**src/rtl/cpu_pkg.sv**
```systemverilog
// Shared types and default widths for the branch/status path of the controller.
package cpu_pkg;

    localparam int unsigned PC_W_DEF  = 9;
    localparam int unsigned OFF_W_DEF = 8;

    typedef enum logic [2:0] {
        COND_B   = 3'd0,
        COND_BEQ = 3'd1,
        COND_BNE = 3'd2,
        COND_BLT = 3'd3,
        COND_BLE = 3'd4
    } cond_e;

    typedef enum logic [1:0] {
        IDLE  = 2'd0,
        WAITF = 2'd1,
        EVAL  = 2'd2,
        RESP  = 2'd3
    } sbu_state_e;

    // Condition flags in {Z,V,N} order, matching the status register layout.
    typedef struct packed {
        logic z;
        logic v;
        logic n;
    } flags_t;

endpackage

```
**src/rtl/branch_cond_eval.sv**
```systemverilog
// Combinational branch-condition resolver: condition code plus {Z,V,N} -> taken.
module branch_cond_eval
    import cpu_pkg::*;
(
    input  logic [2:0] cond,
    input  flags_t     flags,
    output logic       taken_c
);

    always_comb begin
        taken_c = 1'b0;
        case (cond)
            COND_B:   taken_c = 1'b1;
            COND_BEQ: taken_c = flags.z;
            COND_BNE: taken_c = !flags.z;
            COND_BLT: taken_c = flags.n ^ flags.v;
            COND_BLE: taken_c = (flags.n ^ flags.v) | flags.z;
            default:  taken_c = 1'b0;
        endcase
    end

endmodule

```
**src/rtl/status_branch_unit.sv**
```systemverilog
// Status register plus branch resolution with valid/ready on request and response.
// Define STATUS_FWD_EN to forward same-cycle flags and skip the WAITF bubble.
module status_branch_unit
    import cpu_pkg::*;
#(
    parameter int unsigned PC_W  = PC_W_DEF,
    parameter int unsigned OFF_W = OFF_W_DEF
) (
    input  logic             clk,
    input  logic             reset,
    input  logic             flag_we,
    input  logic             Z_in,
    input  logic             V_in,
    input  logic             N_in,
    input  logic             br_valid,
    output logic             br_ready,
    input  logic [2:0]       br_cond,
    input  logic [PC_W-1:0]  br_pc,
    input  logic [OFF_W-1:0] br_off,
    output logic             res_valid,
    input  logic             res_ready,
    output logic             res_taken,
    output logic [PC_W-1:0]  res_target,
    output logic [2:0]       status
);

    sbu_state_e       state;
    sbu_state_e       state_next;
    logic             accept;
    logic             eval_en;

    logic [2:0]       req_cond;
    logic [PC_W-1:0]  req_pc;
    logic [OFF_W-1:0] req_off;

    flags_t           flags_in;
    flags_t           eval_flags;
    logic             eval_taken_c;
    logic [PC_W-1:0]  pc_inc;
    logic [PC_W-1:0]  off_ext;

    assign flags_in = '{z: Z_in, v: V_in, n: N_in};

    // Next-state decode; a request is only taken in IDLE.
    always_comb begin
        state_next = state;
        accept     = 1'b0;
        eval_en    = 1'b0;
        case (state)
            IDLE: begin
                if (br_valid) begin
                    accept = 1'b1;
`ifdef STATUS_FWD_EN
                    state_next = EVAL;
`else
                    state_next = flag_we ? WAITF : EVAL;
`endif
                end
            end
            WAITF: state_next = EVAL;
            EVAL: begin
                eval_en    = 1'b1;
                state_next = RESP;
            end
            RESP: begin
                if (res_ready) begin
                    state_next = IDLE;
                end
            end
            default: state_next = IDLE;
        endcase
    end

    always_ff @(posedge clk) begin
        if (reset) begin
            state     <= IDLE;
            br_ready  <= 1'b1;
            res_valid <= 1'b0;
        end else begin
            state     <= state_next;
            br_ready  <= (state_next == IDLE);
            res_valid <= (state_next == RESP);
        end
    end

    always_ff @(posedge clk) begin
        if (reset) begin
            status <= 3'b000;
        end else if (flag_we) begin
            status <= flags_in;
        end
    end

    always_ff @(posedge clk) begin
        if (reset) begin
            req_cond <= 3'b000;
            req_pc   <= '0;
            req_off  <= '0;
        end else if (accept) begin
            req_cond <= br_cond;
            req_pc   <= br_pc;
            req_off  <= br_off;
        end
    end

`ifdef STATUS_FWD_EN
    logic   fwd_sel;
    flags_t fwd_flags;

    // Snapshot of the flags written alongside the accepted request.
    always_ff @(posedge clk) begin
        if (reset) begin
            fwd_sel   <= 1'b0;
            fwd_flags <= '0;
        end else if (accept) begin
            fwd_sel   <= flag_we;
            fwd_flags <= flags_in;
        end
    end

    assign eval_flags = fwd_sel ? fwd_flags : flags_t'(status);
`else
    assign eval_flags = flags_t'(status);
`endif

    branch_cond_eval u_cond (
        .cond    (req_cond),
        .flags   (eval_flags),
        .taken_c (eval_taken_c)
    );

    // Sign-extending cast; sums wrap silently modulo 2^PC_W.
    assign off_ext = PC_W'($signed(req_off));
    assign pc_inc  = req_pc + PC_W'(1);

    // Result registers read pre-edge status, so a flag write during EVAL is not seen.
    always_ff @(posedge clk) begin
        if (reset) begin
            res_taken  <= 1'b0;
            res_target <= '0;
        end else if (eval_en) begin
            res_taken  <= eval_taken_c;
            res_target <= eval_taken_c ? (pc_inc + off_ext) : pc_inc;
        end
    end

endmodule

```
**config.mk**
```make
export PLATFORM = sky130hd
export DESIGN_NAME = status_branch_unit
export DESIGN_NICKNAME = d
export VERILOG_FILES = /design/src/rtl/cpu_pkg.sv /design/src/rtl/branch_cond_eval.sv /design/src/rtl/status_branch_unit.sv
export SDC_FILE = /design/constraint.sdc
export NUM_CORES = 1
export LEC_CHECK = 0
export ABC_AREA = 1
export CAP_MARGIN = 5
export CORE_MARGIN = 8
export CORE_UTILIZATION = 40
export CTS_CLUSTER_SIZE = 10
export DETAILED_ROUTE_END_ITERATION = 8
export PLACE_DENSITY = 0.62
export SKIP_LAST_GASP = 1
export SLEW_MARGIN = 10
export SYNTH_ARGS = -nofsm -noshare
export SYNTH_HDL_FRONTEND = slang
export SYNTH_SLANG_ARGS = --single-unit
```
**constraint.sdc**
```tcl
create_clock -name clk -period 5.3 [get_ports clk]
set_input_delay 0.795 -clock clk [delete_from_list [all_inputs] [get_ports clk]]
set_output_delay 0.795 -clock clk [all_outputs]
set_load 0.05 [all_outputs]
```
Word level (Yosys, flattened, before mapping):

Cells that the tools add are included.

* memories kept: 0
* latch bits: 0
* logic and storage cells: 34
* bits of input ports: 28
* bits in registers: 37
* RAM bits: 0
* bits in read-only memories: 0

* equal/unequal tests: 8
* magnitude comparators: 0
* shifts and indexed selects: 0
* reduce and logical (&&, ||, !) cells: 4
* muxes and demuxes: 9
* multiply operators: 0
* div/mod/pow operators: 0
* bitwise operators: 2
* add/sub/neg operators: 2

Operators with widths (count)
* 9-bit by 1-bit adder with 9-bit output (second input constant): 1
* 9-bit adder: 1
* 9-bit two-way mux: 1
* 2-bit one-hot mux with 4 select lines: 1
* 2-bit == test (second input constant): 3
* 3-bit by 2-bit == test with 1-bit output (second input constant): 2
* 2-bit two-way mux: 3
* 1-bit one-hot mux with 5 select lines: 1
* 2-bit zero test: 2
* 3-bit by 1-bit == test with 1-bit output (second input constant): 1
* 3-bit == test (second input constant): 1
* 3-bit zero test: 1
* 1-bit two-way mux: 3
* 2-bit by 1-bit == test with 1-bit output (second input constant): 1
* 1-bit zero test: 1
* 1-bit bitwise OR: 1
* 1-bit bitwise XOR: 1

Depth between registers and ports, before layout:

* depth after elaboration: 4
* depth in mapped cells: 17

Cells and area by module:

From an unflattened synthesis, not the netlist that was laid out.

* cell total of the unflattened synthesis: 302
* area, all modules: 2045.7 um^2

By module, submodules not included
* status_branch_unit: seq. area each 740.7 um^2, times used 1, area each 1971.9 um^2, cells an instance 283
* branch_cond_eval: seq. area each 0.0 um^2, times used 1, area each 73.8 um^2, cells an instance 19

Least setup slack after synthesis:

OpenSTA, ideal clock, no wires.

* path kind: flip-flop to flip-flop
* start: reg req_pc[0]
* end: reg res_target[8]
* path buffers: 0
* slack: 3262 ps
* period minus slack after synthesis: 2038 ps
* cell stages (with the launch flop): 16
* data arrival time: 1929 ps
* cell sequence: dfxtp_1 ha_1 nand3_2 nor2_2 xor2_1 ha_1 nand2_1 inv_1 a21oi_1 nand2_1 nand2_1 nand3_1 nand2_1 nand3_1 nand2_1 inv_1

* longest elaborated chain between the ends: 3

Ends and longest elaborated chain
* start, declared: line status_branch_unit.sv:33 `logic [PC_W-1:0] req_pc;`
* start signal, assigned: line status_branch_unit.sv:101 `req_pc <= br_pc;`
* 9-bit by 1-bit adder with 9-bit output (*): line status_branch_unit.sv:134 `assign pc_inc = req_pc + PC_W'(1);`
* 9-bit adder: line status_branch_unit.sv:143 `res_target <= eval_taken_c ? (pc_inc + off_ext) : pc_inc;`
* 9-bit two-way mux (*): line status_branch_unit.sv:143
* end signal, assigned: line status_branch_unit.sv:143
* end, declared: line status_branch_unit.sv:23 `output logic [PC_W-1:0] res_target,`

Mark *: on every way between the ends. The rest lies on a longest branch, timed or not.
A chain may end at the register's enable or synchronous reset.

Worst setup path after layout:

* start: in br_valid
* end: reg req_off[7]

* longest elaborated chain between the ends: 2

Ends and longest elaborated chain
* start, declared: line status_branch_unit.sv:15 `input logic br_valid,`
* 1-bit two-way mux: line status_branch_unit.sv:51 `if (br_valid) begin`
* 1-bit two-way mux: line status_branch_unit.sv:49 `case (state)`
* end signal, assigned: line status_branch_unit.sv:102 `req_off <= br_off;`
* end, declared: line status_branch_unit.sv:34 `logic [OFF_W-1:0] req_off;`

Every way passes these cells.

==> flow_summary_export.csv <==
group,metric,value,unit
cts,cts_root_buffer,"clkbuf_8",
global_route,grt_max_degree,31,
cts,clkLatencyLatePin,290,ps
flow_run,drv_cap,0,
routing,drt-wirelength-per-cell,11.8,um
global_route,grt_pass1_vias,1901,
sta,period_share,51.2,%
cts,postCtsSetupBuffers,0,
worst_setup_path,startpoint_type,"input port",
die,die_y,87.4,um
routing,wirelength,4780,um
logic_synthesis,synthesis.area,2040,um2
logic_synthesis,yosys.area.top_type,"dfxtp_1",
finish,final_layout_size_suffix_gt1_share,6.89,%
sta,rsz0062_at_grt,"false",
cts,clock_sinks,37,
worst_setup_path,worstPathArrival,2870,ps
routing,routed_via_density,4.77,
logic_synthesis,synthTopCellsByCount,"nand2_1, inv_1, dfxtp_1, nor2_1, o21ai_0",
finish,multi_input_area,1090,um2
routing,route.detailed.drc,0,
logic_synthesis,synth_top_area_share,36.3,%
finish,final_util,52.7,%
status,status,"finished clean",
sta,skew,6.86,ps
cts,tritoncts,"built",
sta,setup_viol,0,
global_route,grt_pass1_wl,8340,um
cts,cts_inserted_buffers,5,
sta,relSlewSlack,47.8,%
die,core,5010,um2
power_and_ir_drop,pwr_density_cell,342,nW/um2
logic_synthesis,yosysMostFrequentCell,"nand2_1",
routing,dr_total_vias,1928,
logic_synthesis,synth-seq-cells,37,
placement,routabilityCongestion,0.860,
finish,fill_cells,504,
finish,area_growth,29.6,%
finish,nets,372,
logic_synthesis,async_flop_share,0,%
power_and_ir_drop,p_leak,1.22,nW
die,dieArea,7640,um2
routing,first_pass_iters,4,
logic_synthesis,synth_warnings,0,
sta,tightest_slew,782,ps
cts,clk_path_buf_depth,2,
logic_synthesis,syn_inst,293,
die,ios,43,
cts,htree_levels,2,
global_route,antenna_found_initial,0,
routing,drtIter0Drc,78,
die,initial_core_util,40.7,%
sta,drv_slew,0,
global_route,grtUsageTotal,13.7,%
finish,design_area,2640,um2
logic_synthesis,syn-num-nets,332,
logic_synthesis,synth_cell_types,32,
cts,cts.clk_slew.worst_paths,70,ps
sta,fin_crit,2720,ps
min_path,hp-class,"register to register",
finish,diodes,0,
die,fp-row-count,26,
sta,tns,0,ps
worst_setup_path,required,5450,ps
global_route,grt_overflow,0,
logic_synthesis,seq_area_frac_synth,36.3,%
logic_synthesis,synthTopCellsByArea,"dfxtp_1, nand2_1, inv_1",
die,dieWidth,87.4,um
sta,hold_viol,0,
worst_setup_path,worstPathMaxFanout,30,
cts,cts_hold_buf,0,
cts,post_cts_resized,0,
placement,io_buffers,42,
logic_synthesis,synth-edff-count,0,
worst_setup_path,critical_path_class,"input port to register",
sta,fmax,368,MHz
finish,regArea,741,um2
routing,postRouteAntennaNets,0,
worst_setup_path,end_kind,"register",
logic_synthesis,avgSynthCellArea,6.96,um2
placement,dp_hpwl,3710,um
logic_synthesis,synth_ff_type,"dfxtp_1",
placement,dpl_cell_area,2510,um2
power_and_ir_drop,vdd_drop_max,0.000159,V
## state kept, by name, summed over array words and instances, names as in the netlist
| name | cells |
|---|---|
| br_ready | 1 |
| req_off | 8 |
| state | 2 |
| res_valid | 1 |
| status | 3 |
| res_target | 9 |
| req_pc | 9 |
| req_cond | 3 |
| res_taken | 1 |
## final cells by class
type | count | area share [%]
inverters | 45 | 6.40
flip-flops and latches | 37 | 28.0
well taps | 70 | 3.32
repair buffers | 42 | 15.9
multi-input cells | 202 | 41.3
clock inverters | 3 | 2.46
clock buffers | 5 | 2.61
## metal layers
layer,track usage [%],vias up,routed length [um]
li1,-,1021,-
met1,15.4,863,2230
met2,23.8,38,2250
met3,3.68,6,221
met4,5.16,0,74
met5,0,-,0
## final timing paths
path | from | cells past startpoint | to | slack [ps]
max | br_valid | 6 | req_off[7] | 2580
min | res_target[7] | 2 | res_target[7] | 480
max reg2reg | req_pc[0] | 15 | res_target[8] | 2890
min reg2reg | res_target[7] | 2 | res_target[7] | 480
## per-stage QoR
stage | worst slack (ps) | hold slack (ps) | total power, mW | std cells
after floorplan | 3260 | 433 | 0.539 | 293
after global placement | 2330 | 466 | 0.621 | 396
after detailed placement | 2250 | 472 | 0.623 | 396
after CTS | 2560 | 484 | 0.914 | 404
after global routing | 2360 | 521 | 0.963 | 404
final | 2580 | 482 | 0.903 | 404
## critical path, stage by stage
cell	delay, ps
clkdlybuf4s50_1	450
nand2_1	50
nor2_1	580
inv_1	590
o21ai_0	330
a21oi_1	60
## kinds of logic after synthesis
kind of cell | Yosys count | share of synthesized area, %
buffers and inverters | 54 | 10.2
adder cells (fa/ha/maj) | 11 | 7.12
AO/OA/AOI/OAI | 61 | 17.1
XOR/XNOR | 6 | 2.58
flip-flops | 37 | 36.3
AND/OR/NAND/NOR | 124 | 26.6
## cells in the final DEF, fill, tap and decap left out, types with 3 or more instances in the layout
cell type        count
nand2_1             52
inv_1               43
clkdlybuf4s50_1     42
nor2_1              37
dfxtp_1             37
o21ai_0             25
nand3_1             21
a21oi_1             20
ha_1                10
o211ai_1             6
xor2_1               5
clkbuf_8             5
a21oi_2              3
## power breakdown
| part | switching (mW) | internal [mW] | leakage, nW |
|---|---|---|---|
| sequential | 0.0247 | 0.312 | 0.306 |
| combinational | 0.171 | 0.106 | 0.843 |
| clock | 0.102 | 0.187 | 0.0681 |
No activity file was read; power rests on OpenSTA's default activity.
